### config.mk
export PLATFORM = sky130hd
export DESIGN_NAME = mem_access_ctrl
export DESIGN_NICKNAME = d
export VERILOG_FILES = /design/src/rtl/mem_access_ctrl_pkg.sv /design/src/rtl/mem_lane_align.sv /design/src/rtl/mem_access_ctrl.sv
export SDC_FILE = /design/constraint.sdc
export NUM_CORES = 1
export LEC_CHECK = 0
export BUFFER_PORTS_ARGS = -buffer_cell sky130_fd_sc_hd__clkbuf_2
export CORE_MARGIN = 1.5
export CORE_UTILIZATION = 48
export CTS_BUF_LIST = sky130_fd_sc_hd__clkbuf_8
export DETAILED_ROUTE_END_ITERATION = 8
export PLACE_DENSITY = 0.74
export SKIP_LAST_GASP = 1
export SLEW_MARGIN = 0
export SYNTH_ARGS = -nofsm -noshare
export SYNTH_HDL_FRONTEND = slang
export SYNTH_HIERARCHICAL = 1
export SYNTH_SLANG_ARGS = --single-unit
### constraint.sdc
create_clock -name clk -period 5.5 [get_ports clk]
set_input_delay 0 -clock clk [delete_from_list [all_inputs] [get_ports clk]]
set_output_delay 0 -clock clk [all_outputs]
set_load 0.05 [all_outputs]
### src/rtl/mem_access_ctrl_pkg.sv
// Shared types and constants for the MEM-stage data memory controller.
// Holds FSM states, funct3 access codes, byte-enable masks and legality check.
package mem_access_ctrl_pkg;

    typedef enum logic [1:0] {
        ST_IDLE = 2'd0,
        ST_BUSY = 2'd1,
        ST_DONE = 2'd2
    } state_t;

    localparam logic [2:0] F3_LB  = 3'b000;
    localparam logic [2:0] F3_LH  = 3'b001;
    localparam logic [2:0] F3_LW  = 3'b010;
    localparam logic [2:0] F3_LBU = 3'b100;
    localparam logic [2:0] F3_LHU = 3'b101;
    localparam logic [2:0] F3_SB  = 3'b000;
    localparam logic [2:0] F3_SH  = 3'b001;
    localparam logic [2:0] F3_SW  = 3'b010;

    localparam logic [3:0] BE_NONE = 4'b0000;
    localparam logic [3:0] BE_BYTE = 4'b0001;
    localparam logic [3:0] BE_HALF = 4'b0011;
    localparam logic [3:0] BE_WORD = 4'b1111;

    function automatic logic access_legal(
        input logic       is_store,
        input logic [2:0] f3,
        input logic [1:0] a
    );
        logic ok;
        case (f3)
            F3_LB, F3_LBU: ok = 1'b1;
            F3_LH, F3_LHU: ok = ~a[0];
            F3_LW:         ok = (a == 2'b00);
            default:       ok = 1'b0;
        endcase
        // stores have no unsigned variants
        if (is_store && f3[2]) ok = 1'b0;
        return ok;
    endfunction

endpackage

### src/rtl/mem_lane_align.sv
// Byte-lane steering: store replication/byte enables and load select/extend.
// Purely combinational; store and load sides are independent.
module mem_lane_align
    import mem_access_ctrl_pkg::*;
(
    input  logic [2:0]  st_funct3,
    input  logic [1:0]  st_addr,
    input  logic [31:0] st_data,
    output logic [3:0]  st_be,
    output logic [31:0] st_wdata,
    input  logic [2:0]  ld_funct3,
    input  logic [1:0]  ld_addr,
    input  logic [31:0] ld_word,
    output logic [31:0] ld_data
);

    logic [7:0]  ld_byte;
    logic [15:0] ld_half;

    always_comb begin
        st_be    = BE_WORD;
        st_wdata = st_data;
        case (st_funct3)
            F3_SB: begin
                st_be    = BE_BYTE << st_addr;
                st_wdata = {4{st_data[7:0]}};
            end
            F3_SH: begin
                st_be    = BE_HALF << st_addr;
                st_wdata = {2{st_data[15:0]}};
            end
            default: begin
                st_be    = BE_WORD;
                st_wdata = st_data;
            end
        endcase
    end

    always_comb begin
        ld_byte = ld_word[7:0];
        case (ld_addr)
            2'd0: ld_byte = ld_word[7:0];
            2'd1: ld_byte = ld_word[15:8];
            2'd2: ld_byte = ld_word[23:16];
            2'd3: ld_byte = ld_word[31:24];
            default: ld_byte = ld_word[7:0];
        endcase
        ld_half = ld_addr[1] ? ld_word[31:16] : ld_word[15:0];
    end

    always_comb begin
        ld_data = ld_word;
        case (ld_funct3)
            F3_LB:   ld_data = {{24{ld_byte[7]}}, ld_byte};
            F3_LBU:  ld_data = {24'd0, ld_byte};
            F3_LH:   ld_data = {{16{ld_half[15]}}, ld_half};
            F3_LHU:  ld_data = {16'd0, ld_half};
            default: ld_data = ld_word;
        endcase
    end

endmodule

### src/rtl/mem_access_ctrl.sv
// MEM-stage data memory controller: stalls the pipeline while a single
// registered bus transaction runs, with timeout and misalignment detection.
module mem_access_ctrl
    import mem_access_ctrl_pkg::*;
#(
    parameter int unsigned TIMEOUT_CYCLES = 255
) (
    input  logic        clk,
    input  logic        rst,
    input  logic        MemReadM,
    input  logic        MemWriteM,
    input  logic [2:0]  funct3M,
    input  logic [31:0] ALUResultM,
    input  logic [31:0] WriteDataM,
    output logic        bus_req,
    output logic        bus_we,
    output logic [31:0] bus_addr,
    output logic [31:0] bus_wdata,
    output logic [3:0]  bus_be,
    input  logic        bus_ack,
    input  logic [31:0] bus_rdata,
    input  logic        bus_err,
    output logic        StallM,
    output logic [31:0] ReadDataM,
    output logic        MisalignM,
    output logic        BusErrM
);

    localparam logic [7:0] TO_LAST = 8'(TIMEOUT_CYCLES - 1);

    state_t      state_q, state_d;
    logic [7:0]  cnt_q;
    logic [2:0]  f3_q;
    logic [1:0]  alo_q;
    logic        access, legal, issue;
    logic        done_ok, done_err;
    logic [3:0]  st_be;
    logic [31:0] st_wdata, ld_data;

    assign access = MemReadM | MemWriteM;
    assign legal  = access_legal(MemWriteM, funct3M, ALUResultM[1:0]);
    assign issue  = (state_q == ST_IDLE) && access && legal;

    mem_lane_align u_align (
        .st_funct3 (funct3M),
        .st_addr   (ALUResultM[1:0]),
        .st_data   (WriteDataM),
        .st_be     (st_be),
        .st_wdata  (st_wdata),
        .ld_funct3 (f3_q),
        .ld_addr   (alo_q),
        .ld_word   (bus_rdata),
        .ld_data   (ld_data)
    );

    always_comb begin
        state_d  = state_q;
        done_ok  = 1'b0;
        done_err = 1'b0;
        unique case (state_q)
            ST_IDLE: begin
                if (access && legal) state_d = ST_BUSY;
            end
            ST_BUSY: begin
                if (bus_ack || bus_err) begin
                    state_d  = ST_DONE;
                    done_err = bus_err;
                    done_ok  = ~bus_err;
                end else if (cnt_q == TO_LAST) begin
                    state_d  = ST_DONE;
                    done_err = 1'b1;
                end
            end
            ST_DONE: state_d = ST_IDLE;
            default: state_d = ST_IDLE;
        endcase
    end

    // reset gating keeps both strobes low while the core is held in reset
    always_comb begin
        StallM    = rst & (issue | (state_q == ST_BUSY));
        MisalignM = rst & (state_q == ST_IDLE) & access & ~legal;
    end

    always_ff @(posedge clk or negedge rst) begin
        if (!rst) begin
            state_q   <= ST_IDLE;
            cnt_q     <= 8'd0;
            f3_q      <= 3'd0;
            alo_q     <= 2'd0;
            bus_req   <= 1'b0;
            bus_we    <= 1'b0;
            bus_addr  <= 32'd0;
            bus_wdata <= 32'd0;
            bus_be    <= BE_NONE;
            ReadDataM <= 32'd0;
            BusErrM   <= 1'b0;
        end else begin
            state_q <= state_d;
            BusErrM <= done_err;
            if (issue) begin
                bus_req   <= 1'b1;
                bus_we    <= MemWriteM;
                bus_addr  <= {ALUResultM[31:2], 2'b00};
                bus_be    <= MemWriteM ? st_be : BE_WORD;
                bus_wdata <= MemWriteM ? st_wdata : 32'd0;
                f3_q      <= funct3M;
                alo_q     <= ALUResultM[1:0];
                cnt_q     <= 8'd0;
            end
            if (state_q == ST_BUSY) begin
                if (state_d == ST_DONE) begin
                    bus_req <= 1'b0;
                    bus_we  <= 1'b0;
                    bus_be  <= BE_NONE;
                end else begin
                    cnt_q <= cnt_q + 8'd1;
                end
            end
            if (done_ok && !bus_we) ReadDataM <= ld_data;
        end
    end

endmodule
==> flow_metrics.env, run 1 <==
export IMPL_arrival_ps=2860
export IMPL_fill_cells=851
export IMPL_cts_tree="yes"
export IMPL_async_flop_share_pct=100
export IMPL_ys_seq_area_share_pct=49.5
export IMPL_totalPowerFinal_mw=4.13
export IMPL_dp_hpwl_um=10700
export IMPL_status="completed"
export IMPL_cp_start_kind="primary input"
export IMPL_min_to="bus_wdata[9]"
export IMPL_ys_dominant_reg_cell="dfrtp_1"
export IMPL_synthTopCellsByArea="dfrtp_1 (49%), mux2_2 (8.8%), nand2_1 (8.4%)"
export IMPL_nNetsFinal=950
export IMPL_hold_viol=0
export IMPL_clk_latency_ps=430
export IMPL_hp_start="WriteDataM[9]"
export IMPL_clk_pin_slew_worst_paths_ps=80
export IMPL_dieArea_um2=12900
export IMPL_final_max_slew_viol_count=0
export IMPL_multiInputGateArea_um2=2700
export IMPL_antenna_found_initial=0
export IMPL_crit_path_end_kind="flip-flop"
export IMPL_drtIter0Drc=394
export IMPL_cts_inserted_buffers=17
export IMPL_syn2layout_area_growth_pct=42.1
export IMPL_synth_commonest_cells="nand2_1 (131), dfrtp_1 (116), o21ai_0 (49)"
export IMPL_rsz0062_at_grt="false"
export IMPL_root_buffer="clkbuf_8"
export IMPL_vias_per_cell=5.29
export IMPL_relSlewSlack_pct=17.7
export IMPL_firstDrtPassIters=5
export IMPL_tns_ps=0
export IMPL_peakVddDrop_mv=0.279
export IMPL_start_util_pct=49.1
export IMPL_crit_type="primary input to flip-flop"
export IMPL_powerDensity_nw_per_um2=495
export IMPL_synth_cell_types=50
export IMPL_layout_drive_gt1_share_pct=38.7
export IMPL_cts_sinks=116
export IMPL_rrSetupSlack_ps=3210
export IMPL_cts_repair_resized=0
export IMPL_regArea_um2=2900
export IMPL_drt_wl_total_um=16800
export IMPL_hold_depth=4
export IMPL_postCtsSetupBuffers=0
export IMPL_worstMarginPinSlew_ps=1230
export IMPL_fin_crit_sh_pct=45.5
export IMPL_cts_path_max_buffers=2
export IMPL_grt_pass1_vias=5404
export IMPL_synth_top_cell_area_share_pct=49.5
export IMPL_cts_max_level=4
export IMPL_gp_congestion=0.866
export IMPL_routedWlPerCell_um=16.8
export IMPL_rr_startpoint="alo_q[1]"
export IMPL_fin_crit_ps=2500
export IMPL_yosys_cell_count_top_type="nand2_1"
export IMPL_ant_nets=0
export IMPL_cp_required_ps=5860
export IMPL_via_count=5310
export IMPL_hold_path_class="primary input to flip-flop"
export IMPL_grt_usage_pct=26.5
export IMPL_die_h_um=114
export IMPL_grt_max_degree=85
export IMPL_synth_top_cell_by_area="dfrtp_1"
export IMPL_die_w_um=114
export IMPL_coreArea_um2=12000
export IMPL_setup_viol=0
export IMPL_syn_cell_area_um2=5870
export IMPL_p_leak_nw=4.24
export IMPL_synthCells=551
export IMPL_r2r_end="ReadDataM[10]"
export IMPL_drc=0
export IMPL_ys_ff_latch=116
export IMPL_port_buffer_count=207
export IMPL_rr_worst_depth=4
export IMPL_num_rows=40
export IMPL_synth_edf_count=0
export IMPL_grt_overflow_total=0
export IMPL_drv_cap=0
export IMPL_yosysWarnings=6
export IMPL_diodes=0
export IMPL_grt_pass1_wl_um=26900
export IMPL_io_pins=210
export IMPL_fmax_mhz=399
export IMPL_avgSynthCellArea_um2=10.7
export IMPL_fin_worst_skew_ps=7.91
export IMPL_crit_path_max_fanout=28
==> routing by layer <==
metal  global-route usage, %  part of all wire [%]  wire (µm)  up-vias
met5                       0                     0          0        -
met4                    9.50                   2.0        341        0
met3                    7.55                   7.5       1270       25
met2                    45.4                    50       8370      253
met1                    32.0                    41       6830     2547
li1                        -                     -          -     2485
==> cell families (layout without fill, tap and decap cells) <==
group           Yosys count  after routing  synth area share, %
buf+inv                  52            356                 4.92
other cells               1              2               0.0639
mux                      94             94                 20.1
flops                   116            116                 49.5
compound gates           95             95                 10.4
simple gates            191            191                 14.6
fa+ha+maj                 2              2                0.426
==> worst max-delay path, cell delays in order <==
cell	delay (ps)
dlygate4sd3_1	550
clkbuf_2	160
nor2_2	950
nor2_1	150
a21oi_1	240
dlygate4sd3_1	580
nand2_1	50
o21ai_0	160
==> state kept, by name (all words and copies together) (netlist names) <==
name and count:
bus_req 1, BusErrM 1, state_q 2, f3_q 3, bus_we 1, alo_q 2, bus_addr 30, ReadDataM 32
bus_be 4, cnt_q 8, bus_wdata 32
==> cell usage in the layout, fill, tap and decap left out, types with 8 or more instances in the layout <==
master / n
inv_1: 8
mux2_2: 46
mux2i_1: 9
nand3_1: 8
dfrtp_1: 116
nand2_1: 131
dlygate4sd3_1: 104
clkbuf_2: 206
mux2_4: 30
o21ai_0: 49
a21oi_1: 10
a221o_1: 8
clkbuf_8: 17
nor2_1: 19
==> repair_timing <==
action | in CTS | in global routing
hold endpoints to repair | 129 | 0
setup endpoints to repair | 0 | 0
hold buffers | 104 | 0
==> cell type report <==
cell class                      instances  share of cell area, %
Sequential cell                       116                   34.8
Timing Repair Buffer                  316                   25.4
Tap cell                              147                   2.21
Multi-Input combinational cell        384                   32.4
Clock buffer                           17                   2.81
Clock inverter                         15                   2.09
Inverter                                8                  0.360
==> how the worst max path moves through the flow <==
stage                           from       endpoint  slack [ps]  depth (start not counted)
after floorplan           state_q[1]         StallM        3310                          5
after global placement     MemWriteM       alo_q[1]        3280                          5
after detailed placement   MemWriteM   bus_addr[31]        3220                          5
after CTS                 state_q[1]         StallM        3080                          5
after global routing      funct3M[1]  bus_wdata[27]        2870                          8
final                     funct3M[1]  bus_wdata[27]        3000                          8
==> metrics by stage <==
stage               cells  hold WS (ps)  util [%]  setup slack, ps  cell area [µm²]
finish               1003          32.4      69.7             3000             8340
global route         1003          75.1      69.7             2870             8340
CTS                  1003         0.633      69.7             3080             8340
detailed placement    867         -19.3      57.6             3220             6890
global placement      867         -26.1      57.6             3280             6890
floorplan             552          -296         -             3310             5870
==> power breakdown <==
part / switching [mW] / internal, mW
registers: 0.196 / 1.13
clock network: 0.393 / 0.414
logic: 1.41 / 0.589
total: 1.99 / 2.13
Note: power is estimated with default switching activity, not from simulation.
==> inputs of run 2 (changes only) <==
--- a/config.mk
+++ b/config.mk
@@ -5,12 +5,13 @@
 export SDC_FILE = /design/constraint.sdc
 export NUM_CORES = 1
 export LEC_CHECK = 0
+export ABC_AREA = 1
 export BUFFER_PORTS_ARGS = -buffer_cell sky130_fd_sc_hd__clkbuf_2
 export CORE_MARGIN = 1.5
 export CORE_UTILIZATION = 48
 export CTS_BUF_LIST = sky130_fd_sc_hd__clkbuf_8
 export DETAILED_ROUTE_END_ITERATION = 8
-export PLACE_DENSITY = 0.74
+export PLACE_DENSITY = 0.73
 export SKIP_LAST_GASP = 1
 export SLEW_MARGIN = 0
 export SYNTH_ARGS = -nofsm -noshare
==> constraint.sdc (replaced) <==
create_clock -name clk -period 2.4 [get_ports clk]
set_input_delay 0 -clock clk [delete_from_list [all_inputs] [get_ports clk]]
set_output_delay 0 -clock clk [all_outputs]
set_load 0.05 [all_outputs]
==> run 2 against run 1 <==
Worst hold slack gained 64 ps. Count of clock-buffer cells in the layout grew 4. Area after synthesis grew 4.5%. Non-clock buffer count grew 2. Final cell count grew 27%. Synthesized cell count grew 48%. Final area grew 1.7%. Sequential cell count is the same. Wire length grew 12%. Via count grew 23%. Clock skew is essentially flat. Core utilization shrank 2.0 points. Largest power group unchanged. Highest routed layer unchanged.
==> flow_metrics.env, run 2 <==
export IMPL_firstDrtPassIters=6
export IMPL_synth_commonest_cells="nand2_1 (357), dfrtp_1 (116), nand3_1 (76)"
export IMPL_grt_pass1_wl_um=30100
export IMPL_postCtsSetupBuffers=0
export IMPL_grt_overflow_total=0
export IMPL_die_w_um=116
export IMPL_rr_startpoint="alo_q[1]"
export IMPL_via_count=6519
export IMPL_drv_cap=0
export IMPL_avgSynthCellArea_um2=7.53
export IMPL_routedWlPerCell_um=14.7
export IMPL_rr_worst_depth=10
export IMPL_cts_sinks=116
export IMPL_p_leak_nw=4.63
export IMPL_largest_registers="ReadDataM: 32 flops, bus_wdata: 32 flops, bus_addr: 30 flops"
export IMPL_setup_viol=0
export IMPL_rsz0062_at_grt="false"
export IMPL_ant_nets=0
export IMPL_synth_edf_count=0
export IMPL_cts_max_level=4
export IMPL_grt_pass1_vias=6391
export IMPL_vias_per_cell=5.10
export IMPL_stdcell_area_um2=8480
export IMPL_r2r_end="ReadDataM[15]"
export IMPL_diodes=0
export IMPL_arrival_ps=2480
export IMPL_synthCells=814
export IMPL_dieArea_um2=13500
export IMPL_cts_inserted_buffers=17
export IMPL_gp_congestion=0.884
export IMPL_async_flop_share_pct=100
export IMPL_dp_cells=1153
export IMPL_tns_ps=0
export IMPL_nNetsFinal=1204
export IMPL_synth_top_cell_area_share_pct=47.3
export IMPL_syn_cell_area_um2=6130
export IMPL_fin_crit_sh_pct=88.0
export IMPL_yosys_cell_count_top_type="nand2_1"
export IMPL_cp_start_kind="primary input"
export IMPL_relSlewSlack_pct=49.0
export IMPL_ys_seq_area_share_pct=47.3
export IMPL_clk_pin_slew_worst_paths_ps=70
export IMPL_crit_path_max_fanout=11
export IMPL_crit_path_end_kind="flip-flop"
export IMPL_fmax_mhz=473
export IMPL_fin_crit_ps=2110
export IMPL_hold_path_class="primary input to flip-flop"
export IMPL_syn2layout_area_growth_pct=38.3
export IMPL_multiInputGateArea_um2=2720
export IMPL_drtIter0Drc=683
export IMPL_clk_latency_ps=440
export IMPL_drt_wl_total_um=18800
export IMPL_synth_top_cell_by_area="dfrtp_1"
export IMPL_layout_common_cells="nand2_1 (357), clkbuf_2 (206), dfrtp_1 (116)"
export IMPL_layout_drive_gt1_share_pct=25.7
export IMPL_powerDensity_nw_per_um2=1090
export IMPL_antenna_found_initial=0
export IMPL_cts_path_max_buffers=2
export IMPL_cp_required_ps=2770
export IMPL_io_pins=210
export IMPL_port_buffer_count=207
export IMPL_root_buffer="clkbuf_8"
export IMPL_synthTopCellsByArea="dfrtp_1 (47%), nand2_1 (22%), nand3_1 (6.2%)"
export IMPL_placed_area_um2=7110
export IMPL_regArea_um2=2900
export IMPL_final_common_cell="nand2_1"
export IMPL_fin_util_pct=67.8
export IMPL_num_rows=41
export IMPL_totalPowerFinal_mw=9.21
export IMPL_grt_max_degree=117
export IMPL_die_h_um=116
export IMPL_ys_dominant_reg_cell="dfrtp_1"
export IMPL_startpoint="funct3M[1]"
export IMPL_drc=0
export IMPL_hold_viol=0
export IMPL_ys_ff_latch=116
export IMPL_synth_cell_types=35
export IMPL_coreArea_um2=12500
export IMPL_dp_hpwl_um=11600
export IMPL_yosysWarnings=6
export IMPL_rrSetupSlack_ps=560
export IMPL_grt_usage_pct=29.1
export IMPL_peakVddDrop_mv=0.743
export IMPL_fill_cells=1049
export IMPL_crit_type="primary input to flip-flop"
export IMPL_status="completed"
export IMPL_worstMarginPinSlew_ps=764
export IMPL_final_max_slew_viol_count=0
export IMPL_fin_cells=1278
export IMPL_crit_end="bus_wdata[24]"
export IMPL_start_util_pct=49.0
export IMPL_cts_tree="yes"
export IMPL_fin_worst_skew_ps=8.37
## run 2: cell types whose count changed in the layout (fill, tap and decap cells not counted), moves of 19 or more
cell | previous run | this run
mux2_2 | 46 | 0
mux2_4 | 30 | 0
nand3_1 | 8 | 76
o21ai_0 | 49 | 30
nor2_1 | 19 | 50
inv_1 | 8 | 28
nand2_1 | 131 | 357
o21ai_1 | 0 | 37
## run 2: critical path, cell delays in order
cell and delay (ps):
dlygate4sd3_1 540, clkbuf_2 120, nor2_2 170, buf_4 210, inv_1 80, nor2_2 330, nand2_1 170, nand3_1 110
dlygate4sd3_1 550, nand2_1 60, o21ai_1 140
## run 2: kinds of logic after synthesis
kind of cell               synth area share [%]
and+or+nand+nor                            34.6
DFF                                        47.3
AOI/OAI and AO/OA                          8.96
buffers and inverters                      8.51
adders and majority gates                 0.408
xor gates and xnor gates                  0.143
other                                    0.0612
## run 2: per-layer routing
layer	up-vias	global-route usage [%]	part of all wire, %
met5	-	0	0
met2	329	47.8	48
met3	69	6.64	7.0
met4	0	14.9	3.5
met1	2974	35.9	41
li1	3147	-	-
## run 2: worst min path at each step
stage	from	end	slack, ps	cells after the start
finish	bus_rdata[3]	ReadDataM[3]	100	6
global route	bus_rdata[6]	ReadDataM[6]	100	7
CTS	bus_rdata[6]	ReadDataM[6]	50	7
detailed placement	rst	ReadDataM[23]	160	2
global placement	rst	bus_wdata[7]	160	2
floorplan	rst	BusErrM	-300	0
## run 2: repair_timing
item	CTS	global route
endpoints found under the setup margin	0	3
gates resized for setup	0	1
endpoints found under the hold margin	213	0
hold buffers	97	0
## run 2: final cells by class
class | instances | share of cell area (%)
Tap cell | 172 | 2.54
Inverter | 31 | 1.40
Multi-Input combinational cell | 613 | 32.1
Sequential cell | 116 | 34.2
Clock buffer | 21 | 3.41
Timing Repair Buffer | 318 | 25.1
Clock inverter | 7 | 1.27
## run 2: power breakdown
group	internal [mW]	switching [mW]	total [mW]
sequential	2.55	0.405	2.95
combinational	1.08	3.34	4.42
clock	1.10	0.742	1.85
total	4.73	4.49	9.21
## run 2: metrics by stage
| stage | hold slack (ps) | setup WS (ps) |
|---|---|---|
| 3_5_place_dp | 160 | 586 |
| 3_3_place_gp | 156 | 678 |
| 6_report | 96.3 | 288 |
| 4_1_cts | 54.8 | 180 |
| 2_1_floorplan | -296 | 236 |
| 5_1_grt | 103 | 127 |
==> inputs of run 3 (changes only) <==
==> constraint.sdc (replaced) <==
create_clock -name clk -period 2.62 [get_ports clk]
set_input_delay 0 -clock clk [delete_from_list [all_inputs] [get_ports clk]]
set_output_delay 0 -clock clk [all_outputs]
set_load 0.05 [all_outputs]
==> run 3 against run 2 <==
Sequential power is 8.5% lower. Global-route usage is 0.36 points lower. Clock skew is 1.0 ps lower. Sequential cell count stayed put. Clock power is 4% lower. Via count stayed put. Sequential share of layout area hardly changed. Critical path depth is 5 lower. Count of clock-buffer cells in the layout is 1 higher. Final area hardly changed. Core utilization is 0.060 points higher. Worst hold slack worse by 66 ps. Largest cell class unchanged. Highest routed layer unchanged.
==> flow_metrics.env, run 3 (synthesis gave the netlist of run 2 again) <==
export IMPL_drc=0
export IMPL_port_buffer_count=207
export IMPL_relSlewSlack_pct=25.6
export IMPL_cp_start_kind="flip-flop"
export IMPL_tns_ps=0
export IMPL_cts_path_max_buffers=2
export IMPL_crit_type="flip-flop to output pin"
export IMPL_ant_nets=0
export IMPL_p_leak_nw=4.63
export IMPL_fmax_mhz=430
export IMPL_hold_path_class="primary input to flip-flop"
export IMPL_fin_worst_skew_ps=7.35
export IMPL_arrival_ps=2330
export IMPL_fill_cells=1061
export IMPL_drv_cap=0
export IMPL_crit_path_max_fanout=113
export IMPL_layout_common_cells="nand2_1 (357), clkbuf_2 (206), dfrtp_1 (116)"
export IMPL_diodes=0
export IMPL_setup_viol=0
export IMPL_rr_worst_depth=6
export IMPL_grt_max_degree=117
export IMPL_rsz0062_at_grt="false"
export IMPL_status="completed"
export IMPL_hp_start="bus_rdata[29]"
export IMPL_antenna_found_initial=0
export IMPL_worstMarginPinSlew_ps=1120
export IMPL_num_rows=41
export IMPL_hold_viol=0
export IMPL_via_count=6519
export IMPL_firstDrtPassIters=6
export IMPL_crit_path_end_kind="output pin"
export IMPL_vias_per_cell=5.10
export IMPL_nNetsFinal=1201
export IMPL_start_util_pct=49.0
export IMPL_clk_pin_slew_worst_paths_ps=70
export IMPL_cts_max_level=4
export IMPL_cts_inserted_buffers=17
export IMPL_root_buffer="clkbuf_8"
export IMPL_rr_startpoint="state_q[1]"
export IMPL_fin_crit_ps=2330
export IMPL_cp_required_ps=2620
export IMPL_routedWlPerCell_um=14.7
export IMPL_die_h_um=116
export IMPL_die_w_um=116
export IMPL_dieArea_um2=13500
export IMPL_dp_hpwl_um=11600
export IMPL_coreArea_um2=12500
export IMPL_holdWs_ps=30.6
export IMPL_grt_overflow_total=0
export IMPL_drt_wl_total_um=18800
export IMPL_grt_pass1_vias=6173
export IMPL_r2r_end="bus_wdata[30]"
export IMPL_postCtsHoldBufs=96
export IMPL_postCtsSetupBuffers=0
export IMPL_drtIter0Drc=613
export IMPL_cts_repair_resized=0
export IMPL_layout_drive_gt1_share_pct=25.7
export IMPL_cts_tree="yes"
export IMPL_rrSetupSlack_ps=640
export IMPL_io_pins=210
export IMPL_fin_crit_sh_pct=88.8
export IMPL_hold_depth=5
export IMPL_largest_registers="ReadDataM: 32 flops, bus_wdata: 32 flops, bus_addr: 30 flops"
export IMPL_peakVddDrop_mv=0.602
export IMPL_syn2layout_area_growth_pct=38.4
export IMPL_gp_congestion=0.864
export IMPL_clk_latency_ps=440
export IMPL_powerDensity_nw_per_um2=1000
export IMPL_final_max_slew_viol_count=0
export IMPL_cts_sinks=116
export IMPL_final_common_cell="nand2_1"
export IMPL_grt_pass1_wl_um=29800
export IMPL_min_to="ReadDataM[13]"
export IMPL_grt_usage_pct=28.7
[run 3: cell types whose count changed in the layout (fill, tap and decap cells not counted), sizes merged]
cell / before / now
buf: 15 / 13
clkinv: 2 / 4
clkinvlp: 0 / 1
clkbuf: 227 / 228
dlygate4sd3: 97 / 96
[run 3: final cells by class]
class	instances	area (µm²)	area share, %
clock buffer	22	303	3.57
multi-input combinational	613	2720	32.0
timing repair buffer	315	2100	24.8
inverter	31	119	1.40
clock inverter	10	129	1.52
sequential	116	2900	34.2
tap	172	215	2.54
[run 3: worst max path at each step]
stage,from,to
6_report,state_q[1],StallM
5_1_grt,state_q[1],StallM
3_3_place_gp,state_q[1],cnt_q[7]
2_1_floorplan,state_q[1],MisalignM
4_1_cts,state_q[1],StallM
3_5_place_dp,state_q[1],cnt_q[0]
[run 3: power by group]
part | switching (mW) | internal [mW] | total (mW)
sequential | 0.369 | 2.33 | 2.70
combinational | 3.05 | 0.980 | 4.03
clock | 0.711 | 1.06 | 1.77
[run 3: worst max-delay path, cell delays in order (launching register included)]
cell and delay [ps]:
dfrtp_1 400, or2_1 250, nor2_1 170, nand2_4 70, buf_4 460, a21oi_2 240
clkbuf_2 290
[run 3: stage by stage]
stage | util [%] | instances | power, mW | cell area [µm²] | setup WS [ps]
5_1_grt | 67.8 | 1279 | 8.97 | 8490 | 123
6_report | 67.8 | 1279 | 8.50 | 8490 | 294
4_1_cts | 67.8 | 1279 | 8.49 | 8490 | 267
3_5_place_dp | 56.7 | 1151 | 6.60 | 7100 | 690
3_3_place_gp | 56.7 | 1151 | 6.56 | 7100 | 729
2_1_floorplan | - | 815 | 5.71 | 6130 | 456
[run 3: routing by layer]
metal	wire length (µm)	track usage, %
met1	7680	36.1
met2	9090	47.9
met3	1540	7.37
met4	531	10.6
met5	0	0
